**src/rtl/input_debouncer.sv**
```systemverilog
// input_debouncer
//
// Clean-up stage in front of the edge impulse generators. The raw, possibly
// bouncing input is brought into the clock domain through a two-flop
// synchroniser. A stable-count state machine then filters it. A change is
// accepted only after N consecutive synchronised samples of the new value.
// The debounced level comes straight from a flip-flop, so it makes exactly
// one transition per accepted input change.
//
// Parameters:
//   N  consecutive new-value samples needed to accept a change (2 <= N <= 2**W)
//   W  width of the stability counter
//
// Ports:
//   clock      in   single clock; all state updates on its rising edge
//   reset_     in   asynchronous reset, active-low
//   x_raw      in   raw asynchronous input
//   x          out  debounced level (registered)
//   changing   out  high while a candidate change is being qualified (registered)
//   fsm_state  out  current filter state, for observation only:
//                   0 STABLE_LOW, 1 WAIT_HIGH, 2 STABLE_HIGH, 3 WAIT_LOW
//
// Handshake: none. x_raw is sampled on every rising edge. x and changing
// are valid on every cycle after reset.
module input_debouncer #(
   parameter int N = 4,
   parameter int W = 3
) (
   input  logic       clock,
   input  logic       reset_,
   input  logic       x_raw,
   output logic       x,
   output logic       changing,
   output logic [1:0] fsm_state
);

   typedef enum logic [1:0] {
      STABLE_LOW  = 2'd0,
      WAIT_HIGH   = 2'd1,
      STABLE_HIGH = 2'd2,
      WAIT_LOW    = 2'd3
   } state_t;

   // The terminal count is N-1. The sample that would have made it N is the
   // one that accepts the change, so cnt never wraps for N <= 2**W.
   localparam logic [W-1:0] CNT_LAST = W'(N - 1);
   localparam logic [W-1:0] CNT_ZERO = '0;
   localparam logic [W-1:0] CNT_ONE  = W'(1);

   logic         s1;
   logic         s2;
   state_t       state;
   state_t       next_state;
   logic [W-1:0] cnt;
   logic [W-1:0] next_cnt;
   logic         next_x;
   logic         next_changing;

   // Synchroniser, state register and stability counter.
   always_ff @(posedge clock or negedge reset_) begin
      if (!reset_) begin
         s1    <= 1'b0;
         s2    <= 1'b0;
         state <= STABLE_LOW;
         cnt   <= CNT_ZERO;
      end else begin
         s1    <= x_raw;
         s2    <= s1;
         state <= next_state;
         cnt   <= next_cnt;
      end
   end

   // Next-state and next-count logic. Only s2 is ever looked at.
   always_comb begin
      next_state = state;
      next_cnt   = CNT_ZERO;
      case (state)
         STABLE_LOW: begin
            if (s2) begin
               next_state = WAIT_HIGH;
               next_cnt   = CNT_ONE;
            end
         end
         WAIT_HIGH: begin
            if (!s2) begin
               // A returning sample rejects the candidate and clears the count.
               next_state = STABLE_LOW;
            end else if (cnt == CNT_LAST) begin
               next_state = STABLE_HIGH;
            end else begin
               next_cnt = cnt + CNT_ONE;
            end
         end
         STABLE_HIGH: begin
            if (!s2) begin
               next_state = WAIT_LOW;
               next_cnt   = CNT_ONE;
            end
         end
         WAIT_LOW: begin
            if (s2) begin
               next_state = STABLE_HIGH;
            end else if (cnt == CNT_LAST) begin
               next_state = STABLE_LOW;
            end else begin
               next_cnt = cnt + CNT_ONE;
            end
         end
         default: begin
            next_state = STABLE_LOW;
         end
      endcase
   end

   // Outputs are decoded from the next state. They are loaded into their own
   // flops on the same edge as the state change, so x has no combinational
   // path from any input.
   always_comb begin
      next_x        = 1'b0;
      next_changing = 1'b0;
      case (next_state)
         STABLE_LOW:  begin next_x = 1'b0; next_changing = 1'b0; end
         WAIT_HIGH:   begin next_x = 1'b0; next_changing = 1'b1; end
         STABLE_HIGH: begin next_x = 1'b1; next_changing = 1'b0; end
         WAIT_LOW:    begin next_x = 1'b1; next_changing = 1'b1; end
         default:     begin next_x = 1'b0; next_changing = 1'b0; end
      endcase
   end

   always_ff @(posedge clock or negedge reset_) begin
      if (!reset_) begin
         x        <= 1'b0;
         changing <= 1'b0;
      end else begin
         x        <= next_x;
         changing <= next_changing;
      end
   end

   assign fsm_state = state;

endmodule

```
**config.mk**
```make
export PLATFORM = sky130hd
export DESIGN_NAME = input_debouncer
export DESIGN_NICKNAME = d
export VERILOG_FILES = /design/src/rtl/input_debouncer.sv
export SDC_FILE = /design/constraint.sdc
export NUM_CORES = 1
export LEC_CHECK = 0
export CAP_MARGIN = 15
export CORE_AREA = 4 4 41 43
export DETAILED_ROUTE_END_ITERATION = 6
export DIE_AREA = 0 0 45 47
export HOLD_SLACK_MARGIN = 0.03
export PLACE_DENSITY = 0.47
export SLEW_MARGIN = 25
export SYNTH_ARGS = -nofsm -noshare
export SYNTH_HDL_FRONTEND = slang
export SYNTH_SLANG_ARGS = --single-unit
```
**constraint.sdc**
```tcl
create_clock -name clock -period 1.26 [get_ports clock]
set_input_delay 0.252 -clock clock [delete_from_list [all_inputs] [get_ports clock]]
set_output_delay 0.252 -clock clock [all_outputs]
set_load 0.02 [all_outputs]
```
======== Word-level counts from Yosys, hierarchy flattened ========
Index checks and enable logic that the tools add are counted.
cells by class
  magnitude comparators ................... 0
  equality and inequality tests ........... 7
  multiply operators ...................... 0
  shift-type cells ........................ 0
  bitwise gates (word level) .............. 0
  multiplexer cells ....................... 15
  div/mod/pow operators ................... 0
  reductions and logical operators ........ 6
  add/subtract/negate cells ............... 1
operator list
  kind                                                 number
  2-to-1 mux 2 bit                                     6
  case mux 3 bit (4 select lines)                      1
  2-to-1 mux 3 bit                                     3
  equality test 2 bit, second input constant           4
  case mux 2 bit (4 select lines)                      1
  OR reduction 2 bit                                   4
  equality test 2 x 1 -> 1 bit, second input constant  2
  logical NOT 2 bit                                    2
  case mux 1 bit (2 select lines)                      2
  adder 3 x 1 -> 3 bit, second input constant          1
  equality test 3 x 2 -> 1 bit, second input constant  1
  2-to-1 mux 1 bit                                     2
storage, ports and cells
  memories ................................ 0
  flip-flop bits (word level) ............. 9
  input bits .............................. 3
  memory bits (read-only) ................. 0
  bits in latches ......................... 0
  RAM bits ................................ 0
  logic and storage cells ................. 35

======== Logic depth before layout (Yosys ltp) ========
Gate-level depths: netlist of the first run.
  word-level depth ........................ 7
  mapped depth ............................ 4
  depth with buffers taken out ............ 4

======== Worst setup path before layout of the first run ========
Ideal clock, no wire load.
  kind .................................... register to register
  start point ............................. reg cnt[0]
  end point ............................... reg state[1], in the netlist fsm_state[1]
  slack ................................... 0.083 ns
  arrival time ............................ 1.049 ns
  buffers on the path ..................... 0
  cell stages (with the launch flop) ...... 5
  period minus slack after synthesis ...... 1.177 ns
  setup time .............................. 0.128 ns
  path through ............................ dfrtp_1 -> ha_1 -> nor2b_4 -> nand2_2 -> mux2_1
between the ends
  longest elaborated chain between the ends .. 4
ends and longest elaborated chain
  element                              line     RTL
  start, declared                      54       logic [W-1:0] cnt;
  start signal, assigned               70       cnt <= next_cnt;
  equality test 3 x 2 -> 1 bit (*)     89, 104
  2-to-1 mux 2 bit (on tied branches)  104, 89
  2-to-1 mux 2 bit (on tied branches)  102, 86
  case mux 2 bit (4 select lines) (*)  78       case (state)
  net next_state[1]                    53       state_t next_state;
  end signal, assigned                 69       state <= next_state;
  end, declared                        52       state_t state;
The timed path passes the listed nets; every way through them passes the cells marked *.

======== Worst setup path in the final report of the first run ========
  start point ............................. reg cnt[0]
  end point ............................... reg x
between the ends
  longest elaborated chain between the ends .. 7
ends and longest elaborated chain
  element                                            line     RTL
  equality test 3 x 2 -> 1 bit (*)                   89, 104
  2-to-1 mux 2 bit (on tied branches)                104, 89
  2-to-1 mux 2 bit (on tied branches)                102, 86
  case mux 2 bit (4 select lines) (*)                78
  equality test 2 bit, or another cell as far along  122      case (next_state)
  OR reduction 2 bit (no line)                       n/a
  case mux 1 bit (2 select lines) (*)                122
  net next_x                                         56       logic next_x;
  end signal, assigned                               136      x <= next_x;
  end, declared                                      32       output logic x,
Marked as above.

==> metrics.txt, run 1 <==
# TYPE chip_impl_metric gauge
chip_impl_metric{name="clock_slew_seen_by_the_registers_of_the_worst_setup_and_hold_paths",unit="ps"} 60
chip_impl_info{name="grt_setup_unrepaired",value="true"} 1
chip_impl_metric{name="synth_edf_count",unit=""} 0
chip_impl_metric{name="ys_seq_area_frac",unit=""} 0.650
chip_impl_metric{name="tritoncts_num_sinks",unit=""} 8
chip_impl_metric{name="final-setup-viol-count",unit=""} 0
chip_impl_metric{name="timing.final.crit_share",unit=""} 0.968
chip_impl_metric{name="peakVddDrop",unit="uV"} 958
chip_impl_metric{name="clock_tree.htree_level_count",unit=""} 1
chip_impl_metric{name="regArea",unit="sq um"} 200
chip_impl_metric{name="fillers",unit=""} 144
chip_impl_metric{name="start_util",unit=""} 0.237
chip_impl_metric{name="core-area",unit="sq um"} 1300
chip_impl_metric{name="floorplan.die.width",unit="um"} 45
chip_impl_metric{name="totalWireLength",unit="um"} 514
chip_impl_info{name="yosys-top-cells-count",value="sky130_fd_sc_hd__dfrtp_1, sky130_fd_sc_hd__mux2_1"} 1
chip_impl_metric{name="diodes",unit=""} 0
chip_impl_metric{name="post-route-drc-count",unit=""} 0
chip_impl_metric{name="post_drt_antenna_nets",unit=""} 0
chip_impl_metric{name="post_drt_wl_per_cell",unit="um"} 11.4
chip_impl_info{name="critical_path.reg2reg.endpoint",value="x$_DFF_PN0_"} 1
chip_impl_metric{name="floorplan.rows",unit=""} 13
chip_impl_metric{name="grt_pass1_wl",unit="um"} 924
chip_impl_metric{name="syn-instance-count",unit=""} 20
chip_impl_info{name="start_kind",value="flip-flop"} 1
chip_impl_metric{name="place_congestion",unit=""} 0.593
chip_impl_info{name="post_synth_main_area_contributors",value="sky130_fd_sc_hd__dfrtp_1, sky130_fd_sc_hd__mux2_1, sky130_fd_sc_hd__nor2b_4, sky130_fd_sc_hd__ha_1, sky130_fd_sc_hd__and4b_2"} 1
chip_impl_metric{name="grt_pass1_vias",unit=""} 226
chip_impl_metric{name="maxSlewViolCount",unit=""} 0
chip_impl_metric{name="post_cts_hold_buffer_count",unit=""} 0
chip_impl_metric{name="die-area",unit="sq um"} 2120
chip_impl_metric{name="power.leakage",unit="uW"} 0.000219
chip_impl_metric{name="max_clock_freq",unit="MHz"} 820
chip_impl_metric{name="totalNegativeSetupSlack",unit="ps"} 0
chip_impl_metric{name="post-route-worst-setup-slack",unit="ps"} 40.7
chip_impl_metric{name="r2r_setup_slack",unit="ps"} 40
chip_impl_metric{name="timing_worst_slew_pin_value",unit="ps"} 358
chip_impl_metric{name="multi_input_combinational_cell_area",unit="sq um"} 113
chip_impl_metric{name="maxCapViolCount",unit=""} 0
chip_impl_info{name="rr_startpoint",value="cnt[0]$_DFF_PN0_"} 1
chip_impl_metric{name="worst-endpoint-required",unit="ps"} 1390
chip_impl_info{name="min-delay-path-class",value="input port to async pin"} 1
chip_impl_metric{name="dr_total_vias",unit=""} 184
chip_impl_metric{name="grt_antenna_before_repair",unit=""} 0
chip_impl_metric{name="synth_nets",unit=""} 24
chip_impl_info{name="synthMostInstantiatedCell",value="sky130_fd_sc_hd__dfrtp_1"} 1
chip_impl_metric{name="detailedPlace.worstSlack",unit="ps"} 28.6
chip_impl_metric{name="design.portCount",unit=""} 7
chip_impl_metric{name="chipHeight",unit="um"} 47
chip_impl_metric{name="cp_max_fo",unit=""} 3
chip_impl_metric{name="dr.pass1.iters",unit=""} 1
chip_impl_metric{name="port-buffer-count",unit=""} 6
chip_impl_metric{name="post_synth.cell_area_avg",unit="sq um"} 15.4
chip_impl_metric{name="fin_cells",unit=""} 45
chip_impl_info{name="synth_top_area_cell",value="sky130_fd_sc_hd__dfrtp_1"} 1
chip_impl_metric{name="inserted_clock_buffers",unit=""} 3
chip_impl_info{name="cts_tree",value="built"} 1
chip_impl_metric{name="fin_worst_skew",unit="ps"} 7.06
chip_impl_metric{name="clock_insertion_delay_worst_skew",unit="ps"} 250
chip_impl_info{name="synth_ff_type",value="sky130_fd_sc_hd__dfrtp_1"} 1
chip_impl_info{name="critPathKind",value="flip-flop to flip-flop"} 1
chip_impl_metric{name="yosys.area.top_type_share",unit=""} 0.650
chip_impl_metric{name="route.detailed.vias_per_inst",unit=""} 4.09
chip_impl_metric{name="globalRoute.totalOverflow",unit=""} 0
chip_impl_metric{name="number_of_storage_elements_in_the_synthesis_netlist",unit=""} 8
chip_impl_metric{name="post_synth_instance_area",unit="sq um"} 308
chip_impl_metric{name="cts_max_path_buffers",unit=""} 2
chip_impl_metric{name="drt_iter0_markers",unit=""} 0
chip_impl_info{name="cts-root-buf",value="sky130_fd_sc_hd__clkbuf_4"} 1
chip_impl_metric{name="worst_slew_margin_rel",unit=""} 0.761
chip_impl_metric{name="final_net_count",unit=""} 36
chip_impl_metric{name="period_needed",unit="ps"} 1220
chip_impl_metric{name="fraction_of_layout_instances_using_a_drive_strength_above_1",unit=""} 0.367
chip_impl_info{name="status",value="finished, final reports clean"} 1
chip_impl_metric{name="worst-r2r-cell-count",unit=""} 4
chip_impl_metric{name="area_delta_synth_final",unit="%"} 37.8
chip_impl_metric{name="place_inst",unit=""} 42
chip_impl_info{name="setup.worst_path.end_class",value="flip-flop"} 1
chip_impl_metric{name="syn_warnings",unit=""} 0
chip_impl_metric{name="total_power",unit="uW"} 966
chip_impl_metric{name="pwr_density_cell",unit="nW/um^2"} 2280
chip_impl_metric{name="grt_max_degree",unit=""} 9
chip_impl_metric{name="arrival_time_worst_endpoint",unit="ps"} 1350
chip_impl_metric{name="finalHoldViolCount",unit=""} 0
chip_impl_metric{name="grt_util_all_layers",unit=""} 0.0695
chip_impl_metric{name="synth.lib_cells_used.distinct",unit=""} 12
chip_impl_metric{name="synth-async-reset-ratio",unit=""} 1.00
cell type report:
type                            instances  share of cell area
Timing Repair Buffer                    8               0.165
Multi-Input combinational cell         11               0.265
Sequential cell                         8               0.472
Tap cell                               15              0.0442
Clock buffer                            3              0.0531
where the power goes:
| part | total [uW] | switching (uW) | internal [uW] |
|---|---|---|---|
| Sequential | 374 | 38.3 | 336 |
| Clock | 190 | 81.7 | 109 |
| Combinational | 402 | 200 | 202 |
| Total | 966 | 320 | 646 |
placed cells by master, fill, tap and decap left out, drive strengths merged:
master,count
dfrtp,8
dlygate4sd2,4
clkbuf,3
mux2,2
clkdlybuf4s50,2
buf,2
and2,2
xor2,1
nor2b,1
nand2,1
o21ai,1
and4b,1
and3,1
ha,1
stage by stage:
stage | utilization | hold WS (ps) | cell area (sq um)
3_5_place_dp | 0.303 | 340 | 394
2_1_floorplan | - | -43.6 | 308
3_3_place_gp | 0.303 | 335 | 394
6_report | 0.326 | 276 | 424
5_1_grt | 0.326 | 288 | 424
4_1_cts | 0.316 | 279 | 412
sequential cells by signal, summed over array words and instances, names as in the netlist:
register	flops
fsm_state	1
s2	1
x	1
cnt	3
s1	1
changing	1
cells by family after synthesis:
family,share of synthesized area
adder cells (fa/ha/maj),0.0406
buffers and inverters,0.0244
flip-flops,0.650
XOR/XNOR,0.0285
multiplexers,0.0732
AND/OR/NAND/NOR,0.167
AO/OA/AOI/OAI,0.0162
worst max-delay path, cell delays in order (launching register included):
cell and delay [ps]:
sky130_fd_sc_hd__dfrtp_1 380, sky130_fd_sc_hd__ha_1 210, sky130_fd_sc_hd__nor2b_4 140, sky130_fd_sc_hd__nand2_4 70
sky130_fd_sc_hd__mux2_4 300
per-layer routing:
metal,global-route usage,wire length [um]
met1,0.0728,239
met2,0.0876,235
met3,0.0498,39
met4,0.0702,0
met5,0,0
how the worst max path moves through the flow:
| stage | startpoint | end | slack, ps | cells past startpoint |
|---|---|---|---|---|
| 5_1_grt | changing$_DFF_PN0_ | changing | -2 | 1 |
| 2_1_floorplan | cnt[0]$_DFF_PN0_ | fsm_state[1]$_DFF_PN0_ | 80 | 4 |
| 6_report | cnt[0]$_DFF_PN0_ | x$_DFF_PN0_ | 40 | 4 |
| 3_5_place_dp | cnt[0]$_DFF_PN0_ | x$_DFF_PN0_ | 30 | 4 |
| 4_1_cts | cnt[0]$_DFF_PN0_ | x$_DFF_PN0_ | 5 | 4 |
| 3_3_place_gp | cnt[0]$_DFF_PN0_ | x$_DFF_PN0_ | 40 | 4 |
what timing repair did:
| action | 4_1_cts | 5_1_grt |
|---|---|---|
| setup buffers | 0 | 0 |
| setup endpoints to repair | 4 | 4 |
| resized for setup | 4 | 3 |
| pin swaps | 0 | 1 |
| cloned | 0 | 0 |
| endpoints found under the hold margin | 0 | 0 |
No activity file was read; power rests on OpenSTA's default activity.
==> inputs of run 2 (changes only) <==
- GPL_TIMING_DRIVEN: unset -> 0
- clock period: 1.26 -> 1 ns (I/O delays scaled with it)
==> run 2 against run 1 <==
Against the previous run: the flow now finishes with violations (setup timing); setup slack got worse by 220 ps; die area did not move; sequential power rose by 32%; non-clock buffer count rose by 1; critical path type unchanged; largest cell class unchanged; largest power group unchanged; highest routed layer unchanged.
==> metrics.txt, run 2 (synthesized netlist as in run 1, its figures left out) <==
# TYPE chip_impl_metric gauge
chip_impl_info{name="cts_tree",value="built"} 1
chip_impl_metric{name="worst_slew_margin_rel",unit=""} 0.769
chip_impl_metric{name="drt_iter0_markers",unit=""} 0
chip_impl_metric{name="grt_util_all_layers",unit=""} 0.0615
chip_impl_metric{name="core_utilization_of_the_finished_layout",unit=""} 0.341
chip_impl_info{name="cts-root-buf",value="sky130_fd_sc_hd__clkbuf_4"} 1
chip_impl_metric{name="start_util",unit=""} 0.237
chip_impl_metric{name="finalHoldViolCount",unit=""} 0
chip_impl_info{name="status",value="complete, but fails checks"} 1
chip_impl_metric{name="globalRoute.totalOverflow",unit=""} 0
chip_impl_metric{name="cp_max_fo",unit=""} 3
chip_impl_metric{name="post-route-worst-setup-slack",unit="ps"} -178
chip_impl_metric{name="largest_register_ff_count",unit=""} 3
chip_impl_metric{name="chipHeight",unit="um"} 47
chip_impl_info{name="mostFrequentLayoutCell",value="sky130_fd_sc_hd__dfrtp_1"} 1
chip_impl_metric{name="final_net_count",unit=""} 37
chip_impl_metric{name="maxSlewViolCount",unit=""} 0
chip_impl_metric{name="totalNegativeSetupSlack",unit="ps"} -491
chip_impl_metric{name="route.detailed.vias_per_inst",unit=""} 4.17
chip_impl_metric{name="fillers",unit=""} 141
chip_impl_info{name="worstPathCellList",value="ha_2, nor2b_4, nand2_2, mux2_4"} 1
chip_impl_metric{name="grt_max_degree",unit=""} 9
chip_impl_metric{name="fin_worst_skew",unit="ps"} 7.14
chip_impl_metric{name="dr.pass1.iters",unit=""} 1
chip_impl_metric{name="buf_inv_stages_crit_path",unit=""} 0
chip_impl_metric{name="post_drt_antenna_nets",unit=""} 0
chip_impl_metric{name="post_drt_wl_per_cell",unit="um"} 9.67
chip_impl_info{name="grt_setup_unrepaired",value="true"} 1
chip_impl_metric{name="post-route-cell-area",unit="sq um"} 444
chip_impl_metric{name="timing_worst_slew_pin_value",unit="ps"} 345
chip_impl_metric{name="placed_cell_area",unit="sq um"} 397
chip_impl_metric{name="inserted_clock_buffers",unit=""} 3
chip_impl_metric{name="peakVddDrop",unit="uV"} 988
chip_impl_metric{name="period_needed",unit="ps"} 1180
chip_impl_info{name="timing.critical_path.slowest_stage_cell",value="sky130_fd_sc_hd__dfrtp_1"} 1
chip_impl_metric{name="arrival_time_worst_endpoint",unit="ps"} 1300
chip_impl_info{name="largest-register",value="cnt"} 1
chip_impl_info{name="start_kind",value="flip-flop"} 1
chip_impl_metric{name="max_clock_freq",unit="MHz"} 849
chip_impl_metric{name="final-setup-viol-count",unit=""} 6
chip_impl_metric{name="design.portCount",unit=""} 7
chip_impl_metric{name="timing.final.crit_share",unit=""} 1.18
chip_impl_metric{name="die-area",unit="sq um"} 2120
chip_impl_metric{name="core-area",unit="sq um"} 1300
chip_impl_metric{name="floorplan.rows",unit=""} 13
chip_impl_metric{name="cp_slowest_stage_delay",unit="ps"} 360
chip_impl_metric{name="grt_pass1_wl",unit="um"} 821
chip_impl_metric{name="floorplan.die.width",unit="um"} 45
chip_impl_info{name="violations",value="setup timing"} 1
chip_impl_metric{name="cts_max_path_buffers",unit=""} 2
chip_impl_metric{name="tritoncts_num_sinks",unit=""} 8
chip_impl_info{name="setup.worst_path.end_class",value="flip-flop"} 1
chip_impl_metric{name="totalWireLength",unit="um"} 445
chip_impl_metric{name="maxCapViolCount",unit=""} 0
chip_impl_metric{name="post-route-drc-count",unit=""} 0
chip_impl_metric{name="pwr_density_cell",unit="nW/um^2"} 2890
chip_impl_metric{name="dr_total_vias",unit=""} 192
chip_impl_info{name="critical_path.top_delay_family",value="flip-flops"} 1
chip_impl_metric{name="place_congestion",unit=""} 0.626
chip_impl_metric{name="worst-endpoint-required",unit="ps"} 1130
chip_impl_info{name="critPathKind",value="flip-flop to flip-flop"} 1
chip_impl_metric{name="clock_slew_seen_by_the_registers_of_the_worst_setup_and_hold_paths",unit="ps"} 50
chip_impl_metric{name="fraction_of_layout_instances_using_a_drive_strength_above_1",unit=""} 0.581
chip_impl_metric{name="diodes",unit=""} 0
chip_impl_info{name="layout_common_cells",value="sky130_fd_sc_hd__dfrtp_1, sky130_fd_sc_hd__buf_6, sky130_fd_sc_hd__clkbuf_4"} 1
chip_impl_metric{name="port-buffer-count",unit=""} 6
chip_impl_metric{name="place.detailed.hpwl",unit="um"} 320
chip_impl_info{name="min-delay-path-class",value="input port to async pin"} 1
chip_impl_metric{name="clock_insertion_delay_worst_skew",unit="ps"} 250
chip_impl_metric{name="power.leakage",unit="uW"} 0.000215
chip_impl_metric{name="grt_pass1_vias",unit=""} 204
chip_impl_metric{name="area_delta_synth_final",unit="%"} 44.3
chip_impl_metric{name="clock_tree.htree_level_count",unit=""} 1
chip_impl_metric{name="grt_antenna_before_repair",unit=""} 0
-- run 2: area by class of cell --
class                           count  area, sq um  area share
Buffer                              1         11.3      0.0254
Clock buffer                        3         22.5      0.0507
Tap cell                           15         18.8      0.0423
Timing Repair Buffer                8         73.8       0.166
Sequential cell                     8          200       0.451
Multi-Input combinational cell     11          118       0.265
-- run 2: where the power goes --
| part | switching (uW) | total (uW) | leakage, uW | internal [uW] |
|---|---|---|---|---|
| clock | 98.4 | 235 | 0.0000138 | 137 |
| sequential | 72.6 | 495 | 0.000100 | 423 |
| combinational | 228 | 552 | 0.000101 | 323 |
| total | 399 | 1280 | 0.000215 | 883 |
-- run 2: layer usage --
layer | wire [um] | vias to the layer above | GRT usage
met5 | 0 | - | 0
met4 | 0 | 0 | 0.0175
met3 | 68 | 0 | 0.0728
met2 | 211 | 10 | 0.0847
met1 | 165 | 93 | 0.0587
li1 | - | 89 | -
-- run 2: what timing repair did --
item | CTS | global route
resized for setup | 22 | 2
endpoints found under the setup margin | 8 | 8
endpoints found under the hold margin | 0 | 0
setup buffers | 1 | 1
pin swaps | 1 | 0
hold buffers | 0 | 0
-- run 2: through the flow --
| stage | setup WS, ps | std cells | hold WS [ps] | total power [uW] |
|---|---|---|---|---|
| 3_5_place_dp | -335 | 41 | 343 | 995 |
| 6_report | -178 | 46 | 219 | 1280 |
| 5_1_grt | -221 | 46 | 238 | 1400 |
| 3_3_place_gp | -331 | 41 | 340 | 990 |
| 4_1_cts | -182 | 45 | 233 | 1280 |
| 2_1_floorplan | -139 | 20 | -95.6 | 792 |
-- run 2: worst paths after layout --
| kind | cells past startpoint | end | startpoint | slack [ps] |
|---|---|---|---|---|
| min reg2reg | 0 | s2$_DFF_PN0_ | s1$_DFF_PN0_ | 350 |
| max | 4 | fsm_state[1]$_DFF_PN0_ | cnt[1]$_DFF_PN0_ | -180 |
| min in group clock | 0 | s2$_DFF_PN0_ | s1$_DFF_PN0_ | 350 |
| max in group asynchronous | 1 | s2$_DFF_PN0_ | reset_ | 520 |
| min | 1 | x$_DFF_PN0_ | reset_ | 220 |
| max reg2reg | 4 | fsm_state[1]$_DFF_PN0_ | cnt[1]$_DFF_PN0_ | -180 |
